--- config.mk ---
export PLATFORM = sky130hd
export DESIGN_NAME = load_store_unit_flat
export DESIGN_NICKNAME = d
export VERILOG_FILES = /design/src/rtl/load_store_unit_if.sv /design/src/rtl/load_store_unit.sv /design/src/flat_wrapper.sv
export SDC_FILE = /design/constraint.sdc
export NUM_CORES = 1
export LEC_CHECK = 0
export CORE_AREA = 2 2 92 130
export CTS_BUF_LIST = sky130_fd_sc_hd__clkbuf_4 sky130_fd_sc_hd__clkbuf_8
export DETAILED_ROUTE_END_ITERATION = 10
export DIE_AREA = 0 0 94 132
export PLACE_DENSITY = 0.91
export SLEW_MARGIN = 20
export SYNTH_ARGS = -nofsm -noshare
export SYNTH_HDL_FRONTEND = slang
export SYNTH_SLANG_ARGS = --single-unit
--- constraint.sdc ---
create_clock -name clk -period 5.6 [get_ports clk]
set_input_delay 1.68 -clock clk [delete_from_list [all_inputs] [get_ports clk]]
set_output_delay 1.68 -clock clk [all_outputs]
set_load 0.02 [all_outputs]
--- src/rtl/load_store_unit_if.sv ---
// Data-memory port between the load/store unit (master) and the memory (slave).
// Handshake: the master holds dmem_req with addr/be/we/wdata stable until a cycle with
// dmem_gnt=1 (transfer accepted); a read then returns exactly one dmem_rvalid pulse with
// dmem_rdata, never in the grant cycle itself.
interface load_store_unit_if;
  logic        dmem_req;
  logic        dmem_we;
  logic [31:0] dmem_addr;
  logic [3:0]  dmem_be;
  logic [31:0] dmem_wdata;
  logic        dmem_gnt;
  logic        dmem_rvalid;
  logic [31:0] dmem_rdata;

  modport master (
    output dmem_req, dmem_we, dmem_addr, dmem_be, dmem_wdata,
    input  dmem_gnt, dmem_rvalid, dmem_rdata
  );

  modport slave (
    input  dmem_req, dmem_we, dmem_addr, dmem_be, dmem_wdata,
    output dmem_gnt, dmem_rvalid, dmem_rdata
  );
endinterface

--- src/rtl/load_store_unit.sv ---
// Multi-cycle load/store stage: aligns byte/half/word accesses onto a 32-bit word port,
// extends load data, stalls the core while outstanding and aborts on timeout.
module load_store_unit #(
  parameter int unsigned TIMEOUT_CYCLES = 16,
  parameter int unsigned CNT_W          = 8
) (
  input  logic        clk,
  input  logic        rst_n,
  input  logic        start,
  input  logic [3:0]  mem_r_enb,
  input  logic [3:0]  mem_w_enb,
  input  logic [2:0]  funct3,
  input  logic [31:0] addr,
  input  logic [31:0] wdata,
  output logic        busy,
  output logic        done,
  output logic [31:0] rdata,
  output logic        misaligned,
  output logic        bus_err,
  output logic [1:0]  dbg_state,
  load_store_unit_if.master dmem
);
  localparam logic [1:0] S_IDLE = 2'd0;
  localparam logic [1:0] S_REQ  = 2'd1;
  localparam logic [1:0] S_WAIT = 2'd2;
  localparam logic [1:0] S_DONE = 2'd3;

  localparam logic [1:0] SZ_B = 2'd0;
  localparam logic [1:0] SZ_H = 2'd1;
  localparam logic [1:0] SZ_W = 2'd2;

  localparam logic [CNT_W-1:0] CNT_LAST = CNT_W'(TIMEOUT_CYCLES - 1);

  logic [1:0]       state_q, state_d;
  logic [CNT_W-1:0] cnt_q, cnt_d;
  logic             done_q, misal_q, berr_q, req_q, we_q, uns_q;
  logic [31:0]      rdata_q, addr_q, wdata_q;
  logic [3:0]       be_q;
  logic [1:0]       off_q, size_q;

  logic [3:0]  mask;
  logic [1:0]  size;
  logic        bad_mask, misal, accept, timeout, load_fire;
  logic [31:0] wdata_rep, load_ext;
  logic [7:0]  lane_b;
  logic [15:0] lane_h;
  logic        unused_funct3;

  assign unused_funct3 = ^funct3[1:0];

  assign mask   = mem_r_enb | mem_w_enb;
  assign accept = (state_q == S_IDLE) && start && (mask != 4'b0000);
  assign busy   = accept || (state_q == S_REQ) || (state_q == S_WAIT);

  // Any mask other than the three decoder encodings, or both masks set, is a bus error.
  always_comb begin
    size     = SZ_W;
    bad_mask = (|mem_r_enb) && (|mem_w_enb);
    case (mask)
      4'b0001: size = SZ_B;
      4'b0011: size = SZ_H;
      4'b1111: size = SZ_W;
      default: bad_mask = 1'b1;
    endcase
  end

  assign misal = ((size == SZ_H) && addr[0]) ||
                 ((size == SZ_W) && (addr[1:0] != 2'b00));

  always_comb begin
    case (size)
      SZ_B:    wdata_rep = {4{wdata[7:0]}};
      SZ_H:    wdata_rep = {2{wdata[15:0]}};
      default: wdata_rep = wdata;
    endcase
  end

  always_comb begin
    case (off_q)
      2'd0:    lane_b = dmem.dmem_rdata[7:0];
      2'd1:    lane_b = dmem.dmem_rdata[15:8];
      2'd2:    lane_b = dmem.dmem_rdata[23:16];
      default: lane_b = dmem.dmem_rdata[31:24];
    endcase
    lane_h = off_q[1] ? dmem.dmem_rdata[31:16] : dmem.dmem_rdata[15:0];
    case (size_q)
      SZ_B:    load_ext = {{24{~uns_q & lane_b[7]}}, lane_b};
      SZ_H:    load_ext = {{16{~uns_q & lane_h[15]}}, lane_h};
      default: load_ext = dmem.dmem_rdata;
    endcase
  end

  // The awaited event is checked before the timeout so it wins on the last cycle.
  always_comb begin
    state_d   = state_q;
    cnt_d     = cnt_q;
    timeout   = 1'b0;
    load_fire = 1'b0;
    case (state_q)
      S_IDLE: begin
        if (accept) begin
          cnt_d   = '0;
          state_d = (bad_mask || misal) ? S_DONE : S_REQ;
        end
      end
      S_REQ: begin
        cnt_d = cnt_q + CNT_W'(1);
        if (dmem.dmem_gnt) begin
          state_d = we_q ? S_DONE : S_WAIT;
        end else if (cnt_q == CNT_LAST) begin
          state_d = S_DONE;
          timeout = 1'b1;
        end
      end
      S_WAIT: begin
        cnt_d = cnt_q + CNT_W'(1);
        if (dmem.dmem_rvalid) begin
          state_d   = S_DONE;
          load_fire = 1'b1;
        end else if (cnt_q == CNT_LAST) begin
          state_d = S_DONE;
          timeout = 1'b1;
        end
      end
      default: state_d = S_IDLE;
    endcase
  end

  always_ff @(posedge clk) begin
    if (!rst_n) begin
      state_q <= S_IDLE;
      cnt_q   <= '0;
      done_q  <= 1'b0;
      rdata_q <= '0;
      misal_q <= 1'b0;
      berr_q  <= 1'b0;
      req_q   <= 1'b0;
      we_q    <= 1'b0;
      addr_q  <= '0;
      be_q    <= '0;
      wdata_q <= '0;
      off_q   <= '0;
      size_q  <= '0;
      uns_q   <= 1'b0;
    end else begin
      state_q <= state_d;
      cnt_q   <= cnt_d;
      done_q  <= (state_d == S_DONE);
      req_q   <= (state_d == S_REQ);
      if (accept) begin
        addr_q  <= {addr[31:2], 2'b00};
        we_q    <= |mem_w_enb;
        be_q    <= mask << addr[1:0];
        wdata_q <= wdata_rep;
        off_q   <= addr[1:0];
        size_q  <= size;
        uns_q   <= funct3[2];
        rdata_q <= '0;
        misal_q <= misal && !bad_mask;
        berr_q  <= bad_mask;
      end
      if (timeout) begin
        berr_q <= 1'b1;
      end
      if (load_fire) begin
        rdata_q <= load_ext;
      end
    end
  end

  assign done            = done_q;
  assign rdata           = rdata_q;
  assign misaligned      = misal_q;
  assign bus_err         = berr_q;
  assign dbg_state       = state_q;
  assign dmem.dmem_req   = req_q;
  assign dmem.dmem_we    = we_q;
  assign dmem.dmem_addr  = addr_q;
  assign dmem.dmem_be    = be_q;
  assign dmem.dmem_wdata = wdata_q;
endmodule

--- src/flat_wrapper.sv ---
// flat-port wrapper written by rule: the top's interface ports become plain ports
module load_store_unit_flat 
#(
  parameter int unsigned TIMEOUT_CYCLES = 16,
  parameter int unsigned CNT_W          = 8
)
  (clk, rst_n, start, mem_r_enb, mem_w_enb, funct3, addr, wdata, busy, done, rdata, misaligned, bus_err, dbg_state, dmem_dmem_req, dmem_dmem_we, dmem_dmem_addr, dmem_dmem_be, dmem_dmem_wdata, dmem_dmem_gnt, dmem_dmem_rvalid, dmem_dmem_rdata);
  load_store_unit_if dmem_i ();
  input  logic clk;
  input  logic rst_n;
  input  logic start;
  input  logic [3:0] mem_r_enb;
  input  logic [3:0] mem_w_enb;
  input  logic [2:0] funct3;
  input  logic [31:0] addr;
  input  logic [31:0] wdata;
  output logic busy;
  output logic done;
  output logic [31:0] rdata;
  output logic misaligned;
  output logic bus_err;
  output logic [1:0] dbg_state;
  output wire logic [$bits(dmem_i.dmem_req)-1:0] dmem_dmem_req;
  output wire logic [$bits(dmem_i.dmem_we)-1:0] dmem_dmem_we;
  output wire logic [$bits(dmem_i.dmem_addr)-1:0] dmem_dmem_addr;
  output wire logic [$bits(dmem_i.dmem_be)-1:0] dmem_dmem_be;
  output wire logic [$bits(dmem_i.dmem_wdata)-1:0] dmem_dmem_wdata;
  input wire logic [$bits(dmem_i.dmem_gnt)-1:0] dmem_dmem_gnt;
  input wire logic [$bits(dmem_i.dmem_rvalid)-1:0] dmem_dmem_rvalid;
  input wire logic [$bits(dmem_i.dmem_rdata)-1:0] dmem_dmem_rdata;
  assign dmem_dmem_req = dmem_i.dmem_req;
  assign dmem_dmem_we = dmem_i.dmem_we;
  assign dmem_dmem_addr = dmem_i.dmem_addr;
  assign dmem_dmem_be = dmem_i.dmem_be;
  assign dmem_dmem_wdata = dmem_i.dmem_wdata;
  assign dmem_i.dmem_gnt = dmem_dmem_gnt;
  assign dmem_i.dmem_rvalid = dmem_dmem_rvalid;
  assign dmem_i.dmem_rdata = dmem_dmem_rdata;
  load_store_unit #(.TIMEOUT_CYCLES(TIMEOUT_CYCLES), .CNT_W(CNT_W)) u_core (.clk(clk), .rst_n(rst_n), .start(start), .mem_r_enb(mem_r_enb), .mem_w_enb(mem_w_enb), .funct3(funct3), .addr(addr), .wdata(wdata), .busy(busy), .done(done), .rdata(rdata), .misaligned(misaligned), .bus_err(bus_err), .dbg_state(dbg_state), .dmem(dmem_i));
endmodule
==> results of run 1 <==
[layer usage]
metal  share of wire, %  vias up  wire length [um]
met4                3.6        0               599
li1                   -     2702                 -
met1                 38     2543              6280
met2                 51      227              8380
met5                  0        -                 0
met3                7.2       46              1180
[kinds of logic after synthesis]
| kind of cell | share of synthesized area [%] |
|---|---|
| and+or+nand+nor | 20.4 |
| AOI/OAI and AO/OA | 23.4 |
| DFF | 44.4 |
| buffers and inverters | 4.99 |
| muxes | 4.68 |
| adders and majority gates | 1.18 |
| xor gates and xnor gates | 0.824 |
| other | 0.0706 |
[worst max-delay path, delay by kind of cell]
family | cells | cell delay [ns]
buffers and inverters | 3 | 1.20
AOI/OAI and AO/OA | 1 | 0.06
and+or+nand+nor | 2 | 0.64
[sequential cells by signal, summed over array words and instances (netlist names)]
signal,cells
u_core.done,1
u_core.dmem.dmem_addr,30
u_core.dmem.dmem_we,1
u_core.cnt_q,8
u_core.misaligned,1
u_core.off_q,2
u_core.uns_q,1
u_core.dmem.dmem_req,1
u_core.rdata,32
u_core.dmem.dmem_be,4
u_core.dmem.dmem_wdata,32
u_core.bus_err,1
u_core.size_q,2
u_core.dbg_state,2
[cell type report]
type / instances / area (um^2)
clock buffer: 19 / 255
tap: 144 / 180
inverter: 16 / 60.1
clock inverter: 13 / 133
timing repair buffer: 221 / 2200
sequential: 118 / 2360
multi-input combinational: 489 / 2700
fill: 852 / 3330
[power by group through the flow]
stage               logic [W]  registers, W  clock network, W
floorplan            0.000565       0.00128                 0
global placement      0.00125       0.00111                 0
detailed placement    0.00126       0.00112                 0
CTS                   0.00127       0.00110          0.000775
global route          0.00138       0.00112          0.000809
finish                0.00127       0.00110          0.000757
[worst paths after layout]
kind	start	end	slack [ns]	cells after the start
worst max-delay path	mem_r_enb[1]	busy	0.34	6
worst min-delay path	u_core.rdata[29]	u_core.rdata[29]	0.45	2
worst max register to register	u_core.dbg_state[0]	u_core.done	2.82	8
worst min register to register	u_core.rdata[29]	u_core.rdata[29]	0.45	2
[per-stage QoR]
stage / worst slack, ns / hold WS (ns) / std cells / cell area (um^2) / total power [W]
6_report: 0.344 / 0.448 / 1020 / 7890 / 0.00313
5_1_grt: 0.271 / 0.472 / 1020 / 7890 / 0.00331
4_1_cts: 0.330 / 0.450 / 1020 / 7890 / 0.00315
3_5_place_dp: 0.330 / 0.438 / 988 / 7500 / 0.00239
3_3_place_gp: 0.342 / 0.432 / 988 / 7500 / 0.00236
2_1_floorplan: 1.03 / 0.436 / 672 / 5320 / 0.00184
[synthesized netlist by cell type, drive strengths merged, types with 2 or more instances]
master and instances:
buf 20, a22o 2, nand3 14, and3 2, nor2b 7, mux2 7
a21oi 91, a221oi 8, dfxtp 118, ha 5, inv 15, or4 2
o2111ai 2, nor3 4, a32oi 2, xor2 5, o211ai 19, o22ai 3
or3 2, nand2b 2, o21ai 39, a211oi 14, a21o 9, nor4 5
nor2 54, mux2i 17, or2 3, nand2 156, clkbuf 29
==> impl_metrics.py, run 1 <==
metrics = {
    "cells_and_area": {
        "fin_util_pct": 70.3,
        "layout_common_cells": "clkdlybuf4s50_1 (215), nand2_1 (156), dfxtp_1 (118)",
        "diodes": 0,
        "final_common_cell": "clkdlybuf4s50_1",
        "area_growth_pct": 48.5,
        "final_nets": 980,
        "drive_above_1_share_pct": 7.08,
    },
    "sta": {
        "finalSetupViolCount": 0,
        "rsz0062_at_grt": "no",
        "slew_violations": 0,
        "timing.final.hold_violations": 0,
        "maxSlewHeadroom_pct": 41.9,
        "setup_tns_ns": 0,
        "fin_crit_ns": 5.26,
        "finalCritPeriodShare_pct": 93.9,
        "tightest_slew_ns": 0.872,
        "clock_skew_ns": 0.00705,
        "fmax_mhz": 190,
    },
    "synth": {
        "synth_cell_types": 52,
        "ys_seq_area_share_pct": 44.4,
        "synth_area_per_cell_um2": 7.92,
        "dominantRegCellSynth": "dfxtp_1",
        "ys_seq_elements": 118,
        "synth_async_sr_flop_share_pct": 0,
        "synth-edff-count": 0,
        "synth.largest_area_cell": "dfxtp_1",
        "ys_warn_count": 0,
        "synth_top_area_share_pct": 44.4,
        "syn_inst": 671,
        "ys_top_cells_by_area": "dfxtp_1 (44%), nand2_1 (11%), a21oi_1 (8.6%)",
        "netlist_area_um2": 5320,
    },
    "floorplan": {
        "die_y_um": 132,
        "num_io_pins": 220,
        "initial_core_util_pct": 47.4,
        "core.rowCount": 46,
        "core_um2": 11200,
        "die_area_um2": 12400,
        "die_x_um": 94,
    },
    "worst_setup_path": {
        "crit_path_start_kind": "input port",
        "arrival_ns": 3.58,
        "crit_slowest_cell": "clkdlybuf4s50_1",
        "max_stage_delay_ns": 0.56,
        "critPathCaptureType": "output port",
        "crit_chain": "clkdlybuf4s50_1, nor4_2, buf_4, a21oi_4, or3_1, clkdlybuf4s50_1",
        "cp_max_fo": 4,
        "critPathMostFrequentCell": "clkdlybuf4s50_1",
        "crit_type": "input port to output port",
        "required_ns": 3.92,
    },
    "clock_network": {
        "hold_buffers": 0,
        "cts_buffers": 17,
        "cts.htree.levels": 4,
        "postCtsSetupRepairBufs": 0,
        "cts_resized": 0,
        "root_buffer": "clkbuf_8",
        "cts.sinks": 118,
        "cts_tree": "yes",
        "clk_pin_slew_ns": 0.07,
        "clkLatencyLatePin_ns": 0.42,
        "ctsLongestPathBuffers": 2,
    },
    "power": {
        "p_per_area_nw_per_um2": 396,
        "power_frac_seq_pct": 35.2,
        "ir_drop_uv": 267,
        "switchingPower_w": 0.00118,
        "swShare_pct": 37.8,
        "p_comb_share_pct": 40.6,
        "clkPwrFrac_pct": 24.2,
        "leakage_nw": 2.98,
        "p_int_w": 0.00194,
    },
    "routing": {
        "drc": 0,
        "dr.pass1.iters": 5,
        "vias": 5518,
        "drt_iter0_markers": 333,
        "avgRoutedWirePerCell_um": 16.1,
        "viasPerCell": 5.41,
        "ant_nets": 0,
        "routed_wirelength_um": 16400,
    },
    "placement": {
        "numPortBuffers": 215,
        "dp_hpwl_um": 11900,
        "gp_congestion": 0.884,
    },
    "global_route": {
        "grt_most_used_layer": "met2",
        "overflow": 0,
        "use_met1_pct": 29.8,
        "grt_pass1_wl_um": 26600,
        "track_usage_pct": 26.8,
        "met2_usage_pct": 46.6,
        "globalRouteMet3Util_pct": 7.49,
        "grt_pass1_vias": 5533,
        "antenna_found_initial": 0,
        "grt_max_degree": 87,
    },
    "flow_run": {
        "maxCapViolations": 0,
    },
    "outcome": {
        "outcome": "finished clean",
    },
    "worst_hold_path": {
        "hold_class": "flip-flop to flip-flop",
    },
}
No activity file was read; power rests on OpenSTA's default activity.
==> run 2, diff against run 1 <==
==> constraint.sdc (replaced) <==
create_clock -name clk -period 5.6 [get_ports clk]
set_input_delay 0.84 -clock clk [delete_from_list [all_inputs] [get_ports clk]]
set_output_delay 0.84 -clock clk [all_outputs]
set_load 0.02 [all_outputs]
==> impl_metrics.py, run 2 (same netlist as run 1, synthesis figures left out) <==
metrics = {
    "sta": {
        "fin_ws_ns": 1.82,
        "finalSetupViolCount": 0,
        "timing.final.hold_violations": 0,
        "slew_violations": 0,
        "maxSlewHeadroom_pct": 42.8,
        "fin_crit_ns": 3.78,
        "rsz0062_at_grt": "no",
        "finalCritPeriodShare_pct": 67.5,
        "clock_skew_ns": 0.0128,
        "fmax_mhz": 264,
        "setup_tns_ns": 0,
        "tightest_slew_ns": 0.859,
        "hold_ws_ns": 0.449,
    },
    "clock_network": {
        "cts_resized": 0,
        "clkLatencyLatePin_ns": 0.42,
        "cts.htree.levels": 4,
        "hold_buffers": 0,
        "cts_tree": "yes",
        "ctsLongestPathBuffers": 2,
        "cts.sinks": 118,
        "root_buffer": "clkbuf_8",
        "cts_buffers": 17,
        "clk_pin_slew_ns": 0.07,
        "postCtsSetupRepairBufs": 0,
    },
    "placement": {
        "gp_congestion": 0.841,
        "dp_hpwl_um": 11700,
        "place_worst_setup_slack_ns": 1.75,
        "numPortBuffers": 215,
    },
    "worst_setup_path": {
        "crit_chain": "clkdlybuf4s50_1, nor4_2, a21oi_4, or3_1, clkdlybuf4s50_1",
        "critPathCaptureType": "output port",
        "cp_max_fo": 4,
        "crit_slowest_cell": "nor4_2",
        "max_stage_delay_ns": 0.58,
        "critPathMostFrequentCell": "clkdlybuf4s50_1",
        "required_ns": 4.76,
        "crit_path_start_kind": "input port",
        "crit_type": "input port to output port",
        "arrival_ns": 2.94,
    },
    "power": {
        "p_per_area_nw_per_um2": 407,
        "power_w": 0.00322,
        "ir_drop_uv": 280,
        "leakage_nw": 2.99,
    },
    "global_route": {
        "grt_pass1_vias": 5254,
        "grt_pass1_wl_um": 25600,
        "overflow": 0,
        "grt_max_degree": 87,
        "track_usage_pct": 25.9,
        "antenna_found_initial": 0,
    },
    "cells_and_area": {
        "final_common_cell": "clkdlybuf4s50_1",
        "final_nets": 977,
        "layout_common_cells": "clkdlybuf4s50_1 (215), nand2_1 (156), dfxtp_1 (118)",
        "area_growth_pct": 48.9,
        "drive_above_1_share_pct": 6.54,
        "diodes": 0,
        "fin_util_pct": 70.5,
    },
    "floorplan": {
        "die_y_um": 132,
        "num_io_pins": 220,
        "die_x_um": 94,
        "core_um2": 11200,
        "core.rowCount": 46,
        "die_area_um2": 12400,
        "initial_core_util_pct": 47.4,
    },
    "routing": {
        "drt_iter0_markers": 327,
        "vias": 5519,
        "ant_nets": 0,
        "avgRoutedWirePerCell_um": 16.0,
        "viasPerCell": 5.44,
        "routed_wirelength_um": 16200,
        "dr.pass1.iters": 5,
        "drc": 0,
    },
    "worst_hold_path": {
        "hold_class": "flip-flop to flip-flop",
    },
    "flow_run": {
        "maxCapViolations": 0,
    },
    "outcome": {
        "outcome": "finished clean",
    },
}
run 2: cell types whose count changed in the layout (fill, tap and decap cells not counted):
cell        change
clkbuf_8        +2
bufinv_16       +2
clkinvlp_4      -2
buf_4           -3
clkinv_2        -2
clkinv_4        -2
run 2: final timing paths:
path                  startpoint                to  slack, ns  cells past startpoint
max reg2reg  u_core.dbg_state[0]  u_core.rdata[26]       2.65                      7
min reg2reg     u_core.rdata[29]  u_core.rdata[29]       0.45                      2
min             u_core.rdata[29]  u_core.rdata[29]       0.45                      2
max                 mem_r_enb[1]              busy       1.82                      5
run 2: layer usage:
| metal | track usage [%] | up-vias | share of wire [%] |
|---|---|---|---|
| met5 | 0 | - | 0 |
| met4 | 14.2 | 0 | 4.8 |
| met3 | 8.23 | 55 | 7.7 |
| met2 | 43.5 | 254 | 50 |
| met1 | 28.7 | 2519 | 38 |
| li1 | - | 2691 | - |
run 2: layout make-up:
class / count / area (um^2)
Tap cell: 144 / 180
Clock inverter: 9 / 150
Clock buffer: 21 / 283
Fill cell: 887 / 3310
Sequential cell: 118 / 2360
Multi-Input combinational cell: 489 / 2700
Timing Repair Buffer: 218 / 2170
Inverter: 16 / 60.1
run 2: report_power, final:
group / total [W] / internal (W) / switching [W]
sequential: 0.00110 / 0.000998 / 0.000103
clock: 0.000855 / 0.000519 / 0.000336
combinational: 0.00126 / 0.000534 / 0.000729
run 2: per-stage QoR:
stage	instance area (um^2)	std cells
6_report	7910	1015
3_3_place_gp	7480	985
4_1_cts	7910	1015
2_1_floorplan	5320	672
3_5_place_dp	7480	985
5_1_grt	7910	1015
run 2: worst max-delay path: cells and delay by family:
kind,cells,cell delay [ns]
AO/OA/AOI/OAI,1,0.11
buffers and inverters,2,1.00
AND/OR/NAND/NOR,2,0.97
